[src/rtl/data_mem_responder.sv]
// CPU data-memory responder: word RAM plus MMIO page (OUT_REG, CYCLE, TX FIFO, STATUS).
// Loads are zero-latency combinational; the TX stream holds its head while tx_ready is low and drops stores to a full FIFO.
module data_mem_responder #(
    parameter int          RAM_WORDS  = 64,
    parameter int          FIFO_DEPTH = 4,
    parameter logic [31:0] IO_BASE    = 32'h0000_1000
) (
    input  logic        clk,
    input  logic        reset,
    input  logic        MemWrite,
    input  logic [31:0] ALUResult,
    input  logic [31:0] WriteData,
    output logic [31:0] ReadData,
    output logic [31:0] out_port,
    output logic        tx_valid,
    output logic [31:0] tx_data,
    input  logic        tx_ready
);

    localparam int          AW        = (RAM_WORDS > 1) ? $clog2(RAM_WORDS) : 1;
    localparam int          PW        = (FIFO_DEPTH > 1) ? $clog2(FIFO_DEPTH) : 1;
    localparam int          CW        = $clog2(FIFO_DEPTH + 1);
    localparam logic [31:0] RAM_BYTES = 32'(RAM_WORDS * 4);

    localparam logic [1:0] OFS_OUT    = 2'd0;
    localparam logic [1:0] OFS_CYCLE  = 2'd1;
    localparam logic [1:0] OFS_TXDATA = 2'd2;
    localparam logic [1:0] OFS_STATUS = 2'd3;

    logic [31:0]   r_ram [RAM_WORDS];
    logic [31:0]   r_fifo [FIFO_DEPTH];
    logic [31:0]   r_out;
    logic [31:0]   r_cycle;
    logic [PW-1:0] r_rd_ptr;
    logic [PW-1:0] r_wr_ptr;
    logic [CW-1:0] r_count;
    logic          r_ovf;
    logic          r_badaddr;

    logic          w_ram_hit;
    logic          w_io_hit;
    logic [1:0]    w_io_ofs;
    logic [AW-1:0] w_ram_idx;
    logic          w_empty;
    logic          w_full;
    logic          w_pop;
    logic          w_push_req;
    logic          w_push_ok;
    logic          w_push_drop;
    logic          w_out_wr;
    logic          w_cyc_wr;
    logic          w_stat_wr;
    logic          w_bad_wr;
    logic [31:0]   w_status;
    logic          w_unused;

    // Word access only: the byte-lane bits carry no meaning here.
    assign w_unused  = ^ALUResult[1:0];

    assign w_ram_hit = (ALUResult < RAM_BYTES);
    assign w_io_hit  = !w_ram_hit && (ALUResult[31:4] == IO_BASE[31:4]);
    assign w_io_ofs  = ALUResult[3:2];
    assign w_ram_idx = ALUResult[AW+1:2];

    assign w_empty     = (r_count == '0);
    assign w_full      = (r_count == CW'(FIFO_DEPTH));
    assign w_pop       = tx_valid && tx_ready;
    assign w_push_req  = MemWrite && w_io_hit && (w_io_ofs == OFS_TXDATA);
    assign w_push_ok   = w_push_req && (!w_full || w_pop);
    assign w_push_drop = w_push_req && w_full && !w_pop;

    assign w_out_wr  = MemWrite && w_io_hit && (w_io_ofs == OFS_OUT);
    assign w_cyc_wr  = MemWrite && w_io_hit && (w_io_ofs == OFS_CYCLE);
    assign w_stat_wr = MemWrite && w_io_hit && (w_io_ofs == OFS_STATUS);
    assign w_bad_wr  = MemWrite && !w_ram_hit && !w_io_hit;

    assign w_status = {r_badaddr, r_ovf, 22'd0, 4'(r_count), 2'd0, w_full, w_empty};

    assign out_port = r_out;
    assign tx_valid = !w_empty;
    assign tx_data  = tx_valid ? r_fifo[r_rd_ptr] : 32'd0;

    function automatic logic [PW-1:0] ptr_inc(input logic [PW-1:0] p);
        return (p == PW'(FIFO_DEPTH - 1)) ? '0 : p + PW'(1);
    endfunction

    always_comb begin
        ReadData = 32'd0;
        if (w_ram_hit) begin
            ReadData = r_ram[w_ram_idx];
        end else if (w_io_hit) begin
            case (w_io_ofs)
                OFS_OUT:    ReadData = r_out;
                OFS_CYCLE:  ReadData = r_cycle;
                OFS_STATUS: ReadData = w_status;
                default:    ReadData = 32'd0;
            endcase
        end
    end

    always_ff @(posedge clk) begin
        if (MemWrite && w_ram_hit) begin
            r_ram[w_ram_idx] <= WriteData;
        end
    end

    // When full, a simultaneous pop frees the head slot that wr_ptr points at.
    always_ff @(posedge clk) begin
        if (reset && w_push_ok) begin
            r_fifo[r_wr_ptr] <= WriteData;
        end
    end

    always_ff @(posedge clk) begin
        if (!reset) begin
            r_out     <= 32'd0;
            r_cycle   <= 32'd0;
            r_rd_ptr  <= '0;
            r_wr_ptr  <= '0;
            r_count   <= '0;
            r_ovf     <= 1'b0;
            r_badaddr <= 1'b0;
        end else begin
            r_cycle <= w_cyc_wr ? WriteData : r_cycle + 32'd1;

            if (w_out_wr) begin
                r_out <= WriteData;
            end

            if (w_stat_wr) begin
                r_ovf     <= 1'b0;
                r_badaddr <= 1'b0;
            end else begin
                if (w_push_drop) r_ovf     <= 1'b1;
                if (w_bad_wr)    r_badaddr <= 1'b1;
            end

            if (w_push_ok) r_wr_ptr <= ptr_inc(r_wr_ptr);
            if (w_pop)     r_rd_ptr <= ptr_inc(r_rd_ptr);

            case ({w_push_ok, w_pop})
                2'b10:   r_count <= r_count + CW'(1);
                2'b01:   r_count <= r_count - CW'(1);
                default: r_count <= r_count;
            endcase
        end
    end

endmodule
[config.mk]
export PLATFORM = sky130hd
export DESIGN_NAME = data_mem_responder
export DESIGN_NICKNAME = d
export VERILOG_FILES = /design/src/rtl/data_mem_responder.sv
export SDC_FILE = /design/constraint.sdc
export NUM_CORES = 2
export LEC_CHECK = 0
export CAP_MARGIN = 25
export CORE_MARGIN = 10
export CORE_UTILIZATION = 25
export CTS_CLUSTER_DIAMETER = 50
export DETAILED_ROUTE_END_ITERATION = 16
export HOLD_SLACK_MARGIN = 0.02
export PLACE_DENSITY_LB_ADDON = 0.15
export SETUP_SLACK_MARGIN = 0.2
export SLEW_MARGIN = 20
export SYNTH_ARGS = -nofsm -noshare
export SYNTH_HDL_FRONTEND = slang
export SYNTH_SLANG_ARGS = --single-unit
[constraint.sdc]
create_clock -name clk -period 8.64 [get_ports clk]
set_clock_uncertainty 0.05 [all_clocks]
set_input_delay 1.728 -clock clk [delete_from_list [all_inputs] [get_ports clk]]
set_output_delay 1.728 -clock clk [all_outputs]
set_load 0.1 [all_outputs]
After elaboration in Yosys (flattened, before gate mapping)
Memory sizes are Yosys's and may differ from the RTL's. A register that Yosys moved wholly into a read port is not among the register bits.
Index checks and enable logic that the tools add are counted.
- $add $sub $neg: 5
- order comparisons: 1
- eq/ne operators: 9
- multiplexer cells: 14
- bitwise operators: 1
- reduce and logical (&&, ||, !) cells: 24
- operators by type and width (kind ; number):
    32-bit 2-to-1 mux ; 4
    32-bit one-hot mux with 3 select lines ; 1
    32-bit by 1-bit adder with 32-bit output, second input constant ; 1
    32-bit by 9-bit < comparator with 1-bit output, second input constant ; 1
    28-bit by 9-bit equality test with 1-bit output, second input constant ; 1
    1-bit logical AND ; 14
    2-bit equality test, second input constant ; 5
    2-bit 2-to-1 mux ; 4
    3-bit one-hot mux with 2 select lines ; 1
    1-bit zero test ; 5
    2-bit by 1-bit adder with 2-bit output, second input constant ; 2
    2-bit by 1-bit equality test with 1-bit output, second input constant ; 2
    1-bit 2-to-1 mux ; 4
    3-bit by 1-bit adder with 3-bit output, second input constant ; 1
    3-bit equality test, second input constant ; 1
    3-bit zero test ; 1
    3-bit by 1-bit subtractor with 3-bit output, second input constant ; 1
    2-bit zero test ; 1
    2-bit nonzero test ; 1
    2-bit OR reduction ; 1
    1-bit logical OR ; 1
    1-bit inverter ; 1
- register bits: 73
- memory bits (writable): 2176
- output and inout bits: 97
- memories: 2
- memory list (memory ; words ; bits a word ; rd ports ; clocked after Yosys merged registers in ; write ports ; RTL line ; text):
    r_ram ; 64 ; 32 ; 1 ; 0 ; 1 ; 30 ; logic [31:0] r_ram [RAM_WORDS];
    r_fifo ; 4 ; 32 ; 1 ; 1 ; 1 ; 31 ; logic [31:0] r_fifo [FIFO_DEPTH];

Logic depth before layout (Yosys ltp)
- depth after elaboration: 9
- gate-level depth with buffers: 13

Worst setup path before layout
OpenSTA, ideal clock, no wires.
- kind: input port to output port
- from: input ALUResult[3]
- to: output ReadData[27]
- arrival time: 5.244 ns
- data required time: 6.862 ns
- path slack: 1.618 ns
- stages: 11
- path buffers: 6
- cells stage by stage: buf_2 buf_6 buf_6 buf_4 buf_4 buf_2 mux4_2 a22oi_1 nand2_1 a21oi_1 o21ai_0
- longest elaborated chain between the ends: 5
- ends and longest elaborated chain (item ; RTL line ; text):
    from (decl) ; 11 ; input logic [31:0] ALUResult,
    32-bit by 9-bit < comparator with 1-bit output ; 60 ; assign w_ram_hit = (ALUResult < RAM_BYTES);
    1-bit zero test ; 61 ; assign w_io_hit = !w_ram_hit && (ALUResult[31:4] == IO_BASE[31:4]);
    1-bit logical AND ; 61 ;
    32-bit 2-to-1 mux ; 91 ; end else if (w_io_hit) begin
    32-bit 2-to-1 mux (*) ; 89 ; if (w_ram_hit) begin
    to (decl) ; 13 ; output logic [31:0] ReadData,
Mark *: on every way between the ends. The rest lies on a longest branch, timed or not.

Final worst setup path
- from: input ALUResult[3]
- to: output ReadData[9]
Same word-level chain as after synthesis.

==> tab_implementation.tex <==
\begin{tabular}{lr}
\hline
Metric & Value \\
\hline
\multicolumn{2}{l}{\textbf{Power}} \\
Final total power & approximately 26,000 µW \\
Power density over the cells & 244.0 nW/µm² \\
Maximum vdd drop & between 0.1 and 0.15 mV \\
Lkg Pwr & 0.03380 µW \\
\multicolumn{2}{l}{\textbf{Finish}} \\
Fraction of layout cells with a size suffix above 1 & roughly 29\% \\
Most common cell after layout, fill and taps aside & edfxtp\_1 \\
Final std cell area, no fill & $\sim$110,000 µm² \\
Footprint of the multi-input gates & 20,050 µm² \\
Register area & roughly 67,000 µm² \\
Most frequent cells in the layout & 2,176 x edfxtp\_1, 435 x mux4\_2, 325 x clkbuf\_16 \\
Layout net count & 4,924 \\
Area growth syn-to-layout & 22.98\% \\
\# fillers & 33,840 \\
\multicolumn{2}{l}{\textbf{Clock network}} \\
Clock transition at the registers of the reported paths & 60 ps \\
Root Buffer & clkbuf\_16 \\
Clk Latency, worst-skew pair & around 900 ps \\
Count of H-tree levels built during CTS & 5 \\
Number of gates resized after CTS & 0 \\
Inserted Clock Buffers & 321 \\
Hold-fix buffers, CTS & 0 \\
Clock tree from TritonCTS & done \\
Post-CTS setup repair buffer count & 0 \\
Worst-case clock buffer depth & 4 \\
Clk sinks & 2,251 \\
\multicolumn{2}{l}{\textbf{Critical path}} \\
Kind of cell adding the most delay to the critical path & compound AO/OA/AOI/OAI gates \\
Worst setup path endpoint & ReadData[9] \\
Startpoint type of the worst setup path & input pin \\
Highest fanout seen on the critical path & 68 \\
Critical Path Stages & 9 \\
Peak per-stage delay on the critical path & slightly above 1000 ps \\
Cells along the critical path & buf\_8 -> buf\_12 -> mux2i\_1 -> o22ai\_1 -> nor4\_1 -> nand2\_1 -> a21oi\_1 -> o22ai\_1 -> buf\_12 \\
Worst R2R End & r\_count[2] \\
CP Buf/Inv Count & 3 \\
CP required & between 6000 and 7000 ps \\
Register-to-Register Setup Slack & approximately 6000 ps \\
Standard cell with the maximum stage delay on the critical path & nor4\_1 \\
Startpoint of the worst-slack reg-to-reg timing path & r\_count[0] \\
Critical path endpoint category & output pin \\
Worst Reg-to-Reg Cells & 9 \\
Arr. time, crit path & 5920 ps \\
Launch point of the worst path & ALUResult[3] \\
Crit Path Class & in2out \\
\multicolumn{2}{l}{\textbf{Synthesis}} \\
Post-synthesis cell count & $\sim$4,300 \\
Syn\_area\_per\_cell & approximately 20 µm² \\
Synth Register Bits & 2,251 \\
Summed instance area of the synthesized netlist & slightly below 90,000 µm² \\
Number of synthesis warnings & 0 \\
Asr flop ratio synth & 0\% \\
Synthesized net count & between 4,000 and 5,000 \\
Flip-flop cell with the highest count after synthesis & edfxtp\_1 \\
Number of distinct library cell variants in the gate-level netlist after synthesis & 77 \\
Number of synthesized flops with an enable pin & 2,176 \\
Proportion of synthesized chip area in sequential cells & 76.20\% \\
\multicolumn{2}{l}{\textbf{Global routing}} \\
Vias in the first global route & between 40,000 and 50,000 \\
GR Overflow Total & 0 \\
Pin count of the biggest net entering global routing & 71 \\
Wire length of the first global-routing pass & 440,300 µm \\
Overall Global Routing Usage & 16.98\% \\
Antenna violations before repair & 46 \\
\multicolumn{2}{l}{\textbf{Placed design}} \\
Count of buffers inserted at the top-level ports & 162 \\
Post-DP HPWL & just over 200,000 µm \\
Place WS & 1058 ps \\
Final weighted congestion of routability-driven global placement & 0.8443 \\
Placed instance area & 97,130 µm² \\
\multicolumn{2}{l}{\textbf{Floorplanning}} \\
Cell row count & 217 \\
I/O pin total & between 150 and 200 \\
Horizontal die dimension & just over 600 µm \\
Initial cell density of the core & 25.10\% \\
Core Box Area & 349,400 µm² \\
Die height & just over 600 µm \\
Overall die area & 375,000 µm² \\
\multicolumn{2}{l}{\textbf{Detailed routing}} \\
Average via count per standard cell & 4.875 \\
Total number of vias & 47,410 \\
Met2 routed wirelength & 151,900 µm \\
Number of search-and-repair iterations in the first detailed-routing pass & 5 \\
Starting DRT DRC Count & approximately 5,700 \\
Detailed-route wire length on metal 1 & 146,000 µm \\
Antenna-violating nets left & 0 \\
Highest metal layer used by the detailed router & met5 \\
Final routed wirelength across all metal layers & 329,200 µm \\
Post-route DRC violation count & 0 \\
Final routed wire length divided by cell count & 33.85 µm \\
Detailed route wirelength on metal3 & $\sim$21,000 µm \\
\multicolumn{2}{l}{\textbf{Timing}} \\
Final-layout worst hold slack & between 400 and 500 ps \\
Actual transition at the worst max-transition pin & approximately 1300 ps \\
Final number of setup-violating endpoints & 0 \\
Final critical-path setup slack & between 900 and 1000 ps \\
Post-Route Setup TNS & 0 ps \\
Max-Slew Margin vs Limit & roughly 15\% \\
RSZ-0062 raised after global routing & false \\
Max-slew violation total from the final report & 0 \\
Hold Fails Final Rpt & 0 \\
Period utilisation layout & 89.12\% \\
Highest clock frequency the design can meet & 129.9 MHz \\
Minimum clock period after layout & 7700 ps \\
\multicolumn{2}{l}{\textbf{Worst hold path}} \\
Path class of the lowest-slack min-delay path & reg2reg \\
\multicolumn{2}{l}{\textbf{Status}} \\
Result of the run & finished clean \\
\multicolumn{2}{l}{\textbf{Run}} \\
Max capacitance violation total & 0 \\
\hline
\end{tabular}
## registers in the layout, summed over array words and instances (netlist names), named ones only
register and cells:
r_ovf 1, r_cycle 32, r_count 3, r_wr_ptr 2
r_rd_ptr 2, r_ram 2048, r_fifo 128, r_badaddr 1
out_port 32
## worst min-delay path by stage
stage,start,to,slack (ps),cells after the start
floorplan,r_badaddr,r_badaddr,400,2
global placement,r_rd_ptr[1],r_rd_ptr[1],440,2
detailed placement,r_rd_ptr[1],r_rd_ptr[1],440,2
CTS,r_rd_ptr[1],r_rd_ptr[1],450,2
global route,r_badaddr,r_badaddr,490,2
finish,r_rd_ptr[1],r_rd_ptr[1],460,2
## cells by family (layout without fill, tap and decap cells)
family,Yosys count,count (layout),synth area share [%]
adder cells (fa/ha/maj),7,7,0.1084
buffers and inverters,264,1060,1.630
AO/OA/AOI/OAI,495,495,4.008
flip-flops,2251,2251,76.20
other,0,15,0
XOR/XNOR,30,30,0.2995
multiplexers,756,756,14.89
AND/OR/NAND/NOR,513,513,2.861
## synth_stat cells, types with 12 or more instances
cell | number | area, µm²
dfxtp_1 | 75 | 1501
mux2_2 | 43 | 484.2
nand3_1 | 58 | 290.3
a22oi_1 | 122 | 915.9
and2_1 | 38 | 237.7
a22o_1 | 18 | 157.7
buf_6 | 14 | 157.7
nand2b_1 | 13 | 81.33
buf_4 | 59 | 442.9
and3_1 | 14 | 87.58
o211ai_1 | 28 | 210.2
nor2_1 | 192 | 720.7
mux4_2 | 435 | 9797
nor2b_1 | 28 | 175.2
o22ai_1 | 38 | 237.7
a221oi_1 | 39 | 341.6
xnor2_1 | 20 | 175.2
nand2_1 | 80 | 300.3
nand4_1 | 18 | 112.6
clkbuf_1 | 80 | 300.3
a211oi_1 | 39 | 292.8
nor3_1 | 20 | 100.1
mux2i_1 | 278 | 2783
edfxtp_1 | 2176 | 65340
a21oi_1 | 84 | 420.4
o21ai_0 | 49 | 245.2
buf_2 | 78 | 390.4
inv_1 | 12 | 45.04
buf_1 | 16 | 60.06
## cell type report
cell class	instances	share of cell area, %
Sequential cell	2251	61.97
Multi-Input combinational cell	1801	18.59
Clock buffer	358	7.663
Tap cell	4599	5.334
Timing Repair Buffer	459	4.150
Clock inverter	228	2.208
Inverter	15	0.05451
Antenna cell	15	0.03480
## tightest hold or removal path: cells and delay by family (launching register included)
family / cells / cell delay (ps)
AO/OA/AOI/OAI: 1 / 80
flip-flops: 1 / 310
AND/OR/NAND/NOR: 1 / 60
## report_power, final
group,switching [µW],internal (µW)
Sequential,1.67,12000
Combinational,883,371
Clock,5270,7830
## metrics by stage
stage | utilization, % | std cells
after floorplan | - | 4316
final | 30.87 | 9726
after global placement | 27.77 | 9115
after detailed placement | 27.80 | 9122
after CTS | 30.84 | 9708
after global routing | 30.86 | 9711
## routing by layer
| metal | GRT usage [%] | up-vias |
|---|---|---|
| li1 | - | 19230 |
| met1 | 24.08 | 25940 |
| met2 | 26.92 | 1802 |
| met3 | 2.919 | 434 |
| met4 | 4.579 | 14 |
| met5 | 0 | - |
No activity file was read; power rests on OpenSTA's default activity.
